`src/rtl/jtframe_dump_win.sv`:
```
// Frame-windowed dump controller: counts frames on falling vs edges and opens
// fixed-length capture windows by frame number and/or trigger, repeating with a gap.
//
// state    | meaning
// S_IDLE   | disarmed; outputs quiet, win_cnt held until next arm
// S_WAIT   | armed, waiting for the opening frame/trigger condition
// S_ACTIVE | window open, counting frames in len_cnt
// S_GAP    | between windows, counting frames in gap_cnt
// S_DONE   | REPEAT windows completed
module jtframe_dump_win #(
    parameter int unsigned FCW    = 32,
    parameter int unsigned CH     = 4,
    parameter int unsigned START  = 0,
    parameter int unsigned LENGTH = 1,
    parameter int unsigned GAP    = 0,
    parameter int unsigned REPEAT = 1,
    parameter int unsigned MODE   = 0
) (
    input  logic           i_clk,
    input  logic           i_rst_n,
    input  logic           i_vs,
    input  logic           i_trig,
    input  logic           i_arm,
    input  logic [CH-1:0]  i_ch_sel,
    output logic [FCW-1:0] o_frame_cnt,
    output logic           o_dump_on,
    output logic [CH-1:0]  o_dump_ch,
    output logic           o_start_pls,
    output logic           o_stop_pls,
    output logic [7:0]     o_win_cnt,
    output logic           o_done
);

    typedef enum logic [2:0] {
        S_IDLE,
        S_WAIT,
        S_ACTIVE,
        S_GAP,
        S_DONE
    } state_t;

    state_t         r_state;
    logic           r_vs_l;
    logic           r_trig_l;
    logic [FCW-1:0] r_frame_cnt;
    logic           r_dump_on;
    logic [CH-1:0]  r_dump_ch;
    logic           r_start_pls;
    logic           r_stop_pls;
    logic [7:0]     r_win_cnt;
    logic           r_done;
    logic           r_trig_seen;
    logic [31:0]    r_len_cnt;
    logic [31:0]    r_gap_cnt;

    state_t         w_state_nxt;
    logic           w_dump_on_nxt;
    logic [CH-1:0]  w_dump_ch_nxt;
    logic           w_start_nxt;
    logic           w_stop_nxt;
    logic [7:0]     w_win_nxt;
    logic           w_done_nxt;
    logic           w_trig_seen_nxt;
    logic [31:0]    w_len_nxt;
    logic [31:0]    w_gap_nxt;

    logic           w_vs_fall;
    logic           w_trig_rise;
    logic           w_after_start;
    logic           w_trig_ok;
    logic           w_open_ok;
    logic [7:0]     w_win_inc;
    logic           w_len_last;
    logic           w_gap_last;
    logic           w_reach_repeat;

    assign w_vs_fall      = r_vs_l & ~i_vs;
    assign w_trig_rise    = ~r_trig_l & i_trig;
    assign w_after_start  = 64'(r_frame_cnt) >= 64'(START);
    assign w_trig_ok      = r_trig_seen | w_trig_rise;
    assign w_win_inc      = (r_win_cnt == 8'hff) ? 8'hff : r_win_cnt + 8'd1;
    assign w_len_last     = (LENGTH != 0) && (r_len_cnt == 32'(LENGTH - 1));
    assign w_gap_last     = (r_gap_cnt == 32'(GAP - 1));
    // REPEAT above 255 can never match the saturated counter, so done stays low
    assign w_reach_repeat = (REPEAT != 0) && (32'(w_win_inc) == REPEAT);

    always_comb begin
        if (MODE == 0)      w_open_ok = w_after_start;
        else if (MODE == 1) w_open_ok = w_trig_ok;
        else                w_open_ok = w_trig_ok & w_after_start;
    end

    always_comb begin
        w_state_nxt     = r_state;
        w_dump_on_nxt   = r_dump_on;
        w_dump_ch_nxt   = r_dump_ch;
        w_start_nxt     = 1'b0;
        w_stop_nxt      = 1'b0;
        w_win_nxt       = r_win_cnt;
        w_done_nxt      = r_done;
        w_trig_seen_nxt = r_trig_seen | w_trig_rise;
        w_len_nxt       = r_len_cnt;
        w_gap_nxt       = r_gap_cnt;
        if (!i_arm) begin
            w_state_nxt     = S_IDLE;
            w_stop_nxt      = r_dump_on;
            w_dump_on_nxt   = 1'b0;
            w_dump_ch_nxt   = '0;
            w_done_nxt      = 1'b0;
            w_trig_seen_nxt = 1'b0;
        end else begin
            case (r_state)
                S_IDLE: begin
                    w_win_nxt       = '0;
                    w_trig_seen_nxt = 1'b0;
                    w_done_nxt      = 1'b0;
                    w_state_nxt     = S_WAIT;
                end
                S_WAIT: begin
                    if (w_vs_fall && w_open_ok) begin
                        w_state_nxt   = S_ACTIVE;
                        w_dump_on_nxt = 1'b1;
                        w_dump_ch_nxt = i_ch_sel;
                        w_start_nxt   = 1'b1;
                        w_len_nxt     = '0;
                    end
                end
                S_ACTIVE: begin
                    if (w_vs_fall) begin
                        if (w_len_last) begin
                            w_stop_nxt = 1'b1;
                            w_win_nxt  = w_win_inc;
                            if (w_reach_repeat) begin
                                w_state_nxt   = S_DONE;
                                w_done_nxt    = 1'b1;
                                w_dump_on_nxt = 1'b0;
                                w_dump_ch_nxt = '0;
                            end else if (GAP == 0) begin
                                // back-to-back: close and reopen on the same frame edge
                                w_start_nxt   = 1'b1;
                                w_dump_ch_nxt = i_ch_sel;
                                w_len_nxt     = '0;
                            end else begin
                                w_state_nxt   = S_GAP;
                                w_dump_on_nxt = 1'b0;
                                w_dump_ch_nxt = '0;
                                w_gap_nxt     = '0;
                            end
                        end else begin
                            w_len_nxt = r_len_cnt + 32'd1;
                        end
                    end
                end
                S_GAP: begin
                    if (w_vs_fall) begin
                        if (w_gap_last) begin
                            w_state_nxt   = S_ACTIVE;
                            w_dump_on_nxt = 1'b1;
                            w_dump_ch_nxt = i_ch_sel;
                            w_start_nxt   = 1'b1;
                            w_len_nxt     = '0;
                        end else begin
                            w_gap_nxt = r_gap_cnt + 32'd1;
                        end
                    end
                end
                S_DONE: begin
                    w_done_nxt    = 1'b1;
                    w_dump_on_nxt = 1'b0;
                    w_dump_ch_nxt = '0;
                end
                default: w_state_nxt = S_IDLE;
            endcase
        end
    end

    always_ff @(posedge i_clk or negedge i_rst_n) begin
        if (!i_rst_n) begin
            r_state     <= S_IDLE;
            r_vs_l      <= 1'b1;
            r_trig_l    <= 1'b1;
            r_frame_cnt <= '0;
            r_dump_on   <= 1'b0;
            r_dump_ch   <= '0;
            r_start_pls <= 1'b0;
            r_stop_pls  <= 1'b0;
            r_win_cnt   <= '0;
            r_done      <= 1'b0;
            r_trig_seen <= 1'b0;
            r_len_cnt   <= '0;
            r_gap_cnt   <= '0;
        end else begin
            r_state     <= w_state_nxt;
            r_vs_l      <= i_vs;
            r_trig_l    <= i_trig;
            if (w_vs_fall) r_frame_cnt <= r_frame_cnt + 1'b1;
            r_dump_on   <= w_dump_on_nxt;
            r_dump_ch   <= w_dump_ch_nxt;
            r_start_pls <= w_start_nxt;
            r_stop_pls  <= w_stop_nxt;
            r_win_cnt   <= w_win_nxt;
            r_done      <= w_done_nxt;
            r_trig_seen <= w_trig_seen_nxt;
            r_len_cnt   <= w_len_nxt;
            r_gap_cnt   <= w_gap_nxt;
        end
    end

    assign o_frame_cnt = r_frame_cnt;
    assign o_dump_on   = r_dump_on;
    assign o_dump_ch   = r_dump_ch;
    assign o_start_pls = r_start_pls;
    assign o_stop_pls  = r_stop_pls;
    assign o_win_cnt   = r_win_cnt;
    assign o_done      = r_done;

endmodule

```
`config.mk`:
```
export PLATFORM = sky130hd
export DESIGN_NAME = jtframe_dump_win
export DESIGN_NICKNAME = d
export VERILOG_FILES = /design/src/rtl/jtframe_dump_win.sv
export SDC_FILE = /design/constraint.sdc
export NUM_CORES = 1
export LEC_CHECK = 0
export ABC_AREA = 1
export CAP_MARGIN = 5
export CELL_PAD_IN_SITES_DETAIL_PLACEMENT = 0
export CELL_PAD_IN_SITES_GLOBAL_PLACEMENT = 1
export CORE_MARGIN = 2
export CORE_UTILIZATION = 43
export DETAILED_ROUTE_END_ITERATION = 8
export PLACE_DENSITY = 0.89
export SYNTH_ARGS = -nofsm -noshare
export SYNTH_HDL_FRONTEND = slang
export SYNTH_SLANG_ARGS = --single-unit
export TNS_END_PERCENT = 5
```
`constraint.sdc`:
```
create_clock -name i_clk -period 2.2 [get_ports i_clk]
set_input_delay 0.44 -clock i_clk [delete_from_list [all_inputs] [get_ports i_clk]]
set_output_delay 0.44 -clock i_clk [all_outputs]
set_load 0.1 [all_outputs]
```
==> results.cfg, run 1 <==
[pwr]
power_density_nw_per_um2 = 912.8
power.leakage_nw = 4.267
power_mw = 8.029
vdd_drop_max_v = 0.0009090

[logic_synthesis]
synth_edf_count = 0
yosys-top-cells-area = dfrtp_1 40%, nand2_1 19%, nor2_1 9.2%
synth_commonest_cells = 369 x nand2_1, 177 x nor2_1, 115 x dfrtp_1
yosysSeqAreaShare_pct = 40.26
synth.most_common_cell = nand2_1
syn_area_per_cell_um2 = 6.767
ys_warn_count = 0
synth_top_area_cell = dfrtp_1
synthArstFlopShare_pct = 100.0
synthFlopType = dfrtp_1
synth_top_area_share_pct = 39.90
syn_nets = 1081
yosys_register_bits = 116
synth_cells = 1066
netlist_area_um2 = 7213
synth.distinct_cells = 31

[detailed_routing]
wirelength_mm = 18.89
routedWlPerCell_um = 13.55
top_layer = met4
drt_iter0_markers = 409
first_pass_iters = 5
wl_met3_um = 687
via_per_inst = 4.868
vias = 6786
antenna_left = 0
drc_errors = 0
drt-met1-wl_mm = 9.018
dr_wl_met2_mm = 8.888

[sta]
tns_ps = 0
hold_ws_ps = 465.1
period_share_pct = 92.40
max_freq_ghz = 0.4919
fin_crit_ps = 2033
setup_viol = 0
skew_ps = 9.431
hold_viol = 0
rsz0062_at_grt = false
fin_ws_ps = 167.3
worst_slew_pin_slew_ps = 513.3
drv_slew = 0
slew-limit-headroom_pct = 65.78

[die]
coreArea_um2 = 16470
die_area_um2 = 17830
dieWidth_um = 133.5
io_pins = 57
die_h_um = 133.5
start_util_pct = 43.81
rows = 47

[worst_hold_path]
hp-class = in2reg

[final_layout]
layout-drive-gt1-share_pct = 12.69
layout.nets = 1176
finalInstanceArea_um2 = 8796
finalNonFillerCells = 1394
diodes = 0
area_growth_pct = 21.94
utilization_pct = 53.42

[outcome]
outcome = finished clean

[setup_path]
end_kind = register
cp.arrival_ps = 2340
slowest_delay_ps = 510
path_class = reg2reg
required_ps = 2510
critPathSlowestCell = dfstp_2
cp_max_fo = 5
critPathLaunchType = register
cp_cell_sequence = inv_1 -> nor2_2 -> nand2_1 -> nor2_1 -> nand4_1 -> nor2_2 -> nand4_1 -> o21ai_1 -> nand2_1

[global_route]
antenna_found_initial = 0
grt_pass1_vias = 6666
track_usage_pct = 22.55
grt_pass1_wl_mm = 32.11
gr-total-overflow = 0
grt_max_degree = 45

[place]
place_hpwl_mm = 14.18
pre_cts_ws_ps = -165.2
numPortBuffers = 55
gp_congestion = 0.9154
place_area_um2 = 8179
placed_cells_incl_taps = 1361

[clock_tree]
root_buffer = clkbuf_16
cts_buffers = 17
clk_pin_slew_worst_paths_ps = 60
clk_path_buf_depth = 2
cts_tree = yes
clock_latency_ps = 420
clkSinkCount = 116
htreeDepth = 4

[run]
drv_cap = 0
[cell families (layout without fill, tap and decap cells)]
logic type	count (synthesis)	in the layout	synth area share, %
and+or+nand+nor	711	711	41.01
xor gates and xnor gates	67	67	8.135
buffers and inverters	136	244	7.407
DFF	116	116	40.26
AOI/OAI and AO/OA	30	30	2.151
adders and majority gates	6	6	1.041
[power breakdown]
part / switching, mW / internal, mW
clock network: 1.04 / 1.72
logic: 1.99 / 0.607
registers: 0.266 / 2.40
[final timing paths]
kind | startpoint | to | slack (ps) | depth (start not counted)
min reg2reg | r_len_cnt[12] | r_len_cnt[12] | 480 | 2
min in group asynchronous | i_rst_n | o_frame_cnt[16] | 510 | 2
max | r_vs_l | o_frame_cnt[26] | 170 | 9
max reg2reg | r_vs_l | o_frame_cnt[26] | 170 | 9
min | i_vs | r_vs_l | 470 | 1
max in group asynchronous | i_rst_n | o_frame_cnt[0] | 1040 | 3
[flip-flops by register name, indices dropped and copies added (netlist names)]
name         cells
r_state          3
o_start_pls      1
r_gap_cnt       32
r_vs_l           1
o_done           1
o_stop_pls       1
o_frame_cnt     32
o_win_cnt        8
r_len_cnt       32
o_dump_on        1
o_dump_ch        4
[layer usage]
layer	up-vias	GRT usage, %
li1	3535	-
met1	3097	29.79
met2	131	37.51
met3	23	4.566
met4	0	6.797
met5	-	0
[critical path, delay by kind of cell (launching register included)]
kind,cells,cell delay [ps]
AND/OR/NAND/NOR,7,1180
buffers and inverters,1,40
flip-flops,1,510
AO/OA/AOI/OAI,1,190
[cells in the final DEF, fill, tap and decap left out, types with 2 or more instances in the layout]
cell type,Yosys,routed
inv_1,105,105
a21oi_1,2,2
nor3b_1,2,2
ha_1,6,6
o21ai_0,16,16
bufinv_16,0,2
inv_2,10,10
clkbuf_8,0,2
clkinv_4,0,3
clkinvlp_4,0,2
nor2_2,3,4
clkdlybuf4s50_1,0,6
dfrtp_2,0,7
xnor2_1,22,22
clkinv_2,0,4
nor3_1,31,31
clkbuf_16,0,17
dfrtp_1,115,108
nand2_2,1,3
xor2_1,45,45
nor4_1,5,5
nor2_1,177,175
nand4_1,30,30
buf_4,4,85
nand3_1,87,87
o21ai_1,10,10
buf_12,0,4
nand2_1,369,367
[timing repair]
action	in CTS	in global routing
endpoints found under the hold margin	11	0
hold buffers	1	0
setup buffers	0	0
endpoints found under the setup margin	0	47
gates resized for setup	0	5
[cell type report]
| type | instances | area (um2) |
|---|---|---|
| well taps | 220 | 275.3 |
| fillers | 1657 | 7670 |
| clock buffers | 20 | 456.7 |
| multi-input cells | 814 | 3797 |
| repair buffers | 96 | 788.3 |
| clock inverters | 12 | 130.1 |
| flip-flops and latches | 116 | 2913 |
| inverters | 116 | 435.4 |
(Power assumes the default switching activity.)
==> run 2: changes to the inputs <==
--- a/config.mk
+++ b/config.mk
@@ -10,9 +10,9 @@
 export CELL_PAD_IN_SITES_DETAIL_PLACEMENT = 0
 export CELL_PAD_IN_SITES_GLOBAL_PLACEMENT = 1
 export CORE_MARGIN = 2
-export CORE_UTILIZATION = 43
+export CORE_UTILIZATION = 38
 export DETAILED_ROUTE_END_ITERATION = 8
-export PLACE_DENSITY = 0.89
+export PLACE_DENSITY = 0.75
 export SYNTH_ARGS = -nofsm -noshare
 export SYNTH_HDL_FRONTEND = slang
 export SYNTH_SLANG_ARGS = --single-unit
==> run 2 against run 1 <==
Sequential power barely moved. Power grew 1.8%. Wire length increased by 4.8%. Sequential share of layout area decreased by 0.28 points.
==> results.cfg, run 2 (synthesis results as in run 1) <==
[clock_tree]
clkSinkCount = 116
htreeDepth = 4
clk_path_buf_depth = 2
cts_setup_buffers = 0
clock_latency_ps = 420
clk_pin_slew_worst_paths_ps = 60
cts_tree = yes
root_buffer = clkbuf_16
cts_buffers = 17

[detailed_routing]
drc_errors = 0
routedWlPerCell_um = 14.00
via_per_inst = 4.788
vias = 6770
antenna_left = 0
drt_iter0_markers = 424
first_pass_iters = 6
wirelength_mm = 19.80

[place]
placed_cells_incl_taps = 1381
place_hpwl_mm = 14.82
gp_congestion = 0.8597
place_area_um2 = 8242
numPortBuffers = 55
pre_cts_ws_ps = -197.9

[sta]
worst_slew_pin_slew_ps = 499.5
setup_viol = 0
skew_ps = 8.895
hold_viol = 0
max_freq_ghz = 0.4975
rsz0062_at_grt = false
fin_ws_ps = 189.8
drv_slew = 0
slew-limit-headroom_pct = 66.70
period_share_pct = 91.37
fin_crit_ps = 2010

[setup_path]
cp.arrival_ps = 2370
cp_max_fo = 33
r2r-end = r_len_cnt[13]
required_ps = 2560
critPathLaunchType = register
reg2reg_from = o_win_cnt[0]
end_kind = register
path_class = reg2reg
reg2reg_slack_ps = 190
reg2regPathDepth = 11

[global_route]
track_usage_pct = 21.05
gr-total-overflow = 0
grt_pass1_wl_mm = 33.69
antenna_found_initial = 0
grt_max_degree = 34
grt_pass1_vias = 6683

[die]
start_util_pct = 38.69
coreArea_um2 = 18640
rows = 50
die_h_um = 141.8
dieWidth_um = 141.8
io_pins = 57
die_area_um2 = 20100

[final_layout]
layout_commonest_cell = nand2_1
utilization_pct = 47.59
finalNonFillerCells = 1414
final_cell_mix = 369 x nand2_1, 176 x nor2_1, 108 x dfrtp_1, 105 x inv_1, 91 x buf_4
layout.nets = 1182
area_growth_pct = 23.00
diodes = 0
finalInstanceArea_um2 = 8872
layout-drive-gt1-share_pct = 12.97

[worst_hold_path]
min_from = o_frame_cnt[31]
whs_path_depth = 1
holdPathEnd = o_frame_cnt[31]
hp-class = reg2reg

[outcome]
outcome = finished clean

[pwr]
power.leakage_nw = 4.304
power_mw = 8.175
power_density_nw_per_um2 = 921.4
vdd_drop_max_v = 0.0008177

[run]
drv_cap = 0
## run 2: changes by cell type in the layout (fill, tap and decap cells not counted), sizes merged
cell	change
inv	+3
clkbuf	-3
clkinv	-1
buf	+6
bufinv	+1
## run 2: layout make-up
type / count / area (um2)
Clock inverter: 15 / 177.7
Sequential cell: 116 / 2913
Multi-Input combinational cell: 814 / 3795
Clock buffer: 17 / 425.4
Inverter: 116 / 435.4
Fill cell: 1916 / 9771
Tap cell: 234 / 292.8
Timing Repair Buffer: 102 / 833.3
## run 2: per-stage QoR
step / hold WS (ps) / setup TNS [ps]
6_report: 476.2 / 0
5_1_grt: 491.1 / 0
4_1_cts: 459.8 / 0
3_5_place_dp: 435.5 / -6705
3_3_place_gp: 437.9 / -6967
2_1_floorplan: 144.4 / -71.33
## run 2: how the worst max path moves through the flow
stage,from,to,cells after the start
floorplan,o_frame_cnt[2],o_frame_cnt[26],7
global placement,i_vs,o_frame_cnt[26],9
detailed placement,i_vs,o_frame_cnt[26],9
CTS,r_gap_cnt[0],r_gap_cnt[15],12
global route,o_win_cnt[0],r_len_cnt[22],11
finish,o_win_cnt[0],r_len_cnt[13],11
## run 2: report_power, final
part / total [mW] / internal [mW] / switching, mW
logic: 2.59 / 0.606 / 1.98
registers: 2.68 / 2.40 / 0.282
clock network: 2.91 / 1.79 / 1.12
## run 2: critical path, stage by stage, from the launching register on
cell and delay, ps:
dfrtp_2 440, ha_1 270, nand3_1 130, inv_1 50, nand2_1 150, nand3_1 130
nor2_1 180, nand4_2 160, nand2_2 110, buf_12 190, nand2_1 70, nand2_1 60
## run 2: metal layers
layer	vias up	global-route usage [%]	part of all wire [%]
met4	0	4.895	1.0
li1	3550	-	-
met3	17	4.219	3.3
met5	-	0	0
met2	103	33.90	46
met1	3100	29.29	50
## run 2: what timing repair did
item | in CTS | in global routing
endpoints found under the setup margin | 0 | 14
hold buffers | 1 | 0
endpoints found under the hold margin | 27 | 0
resized for setup | 0 | 3
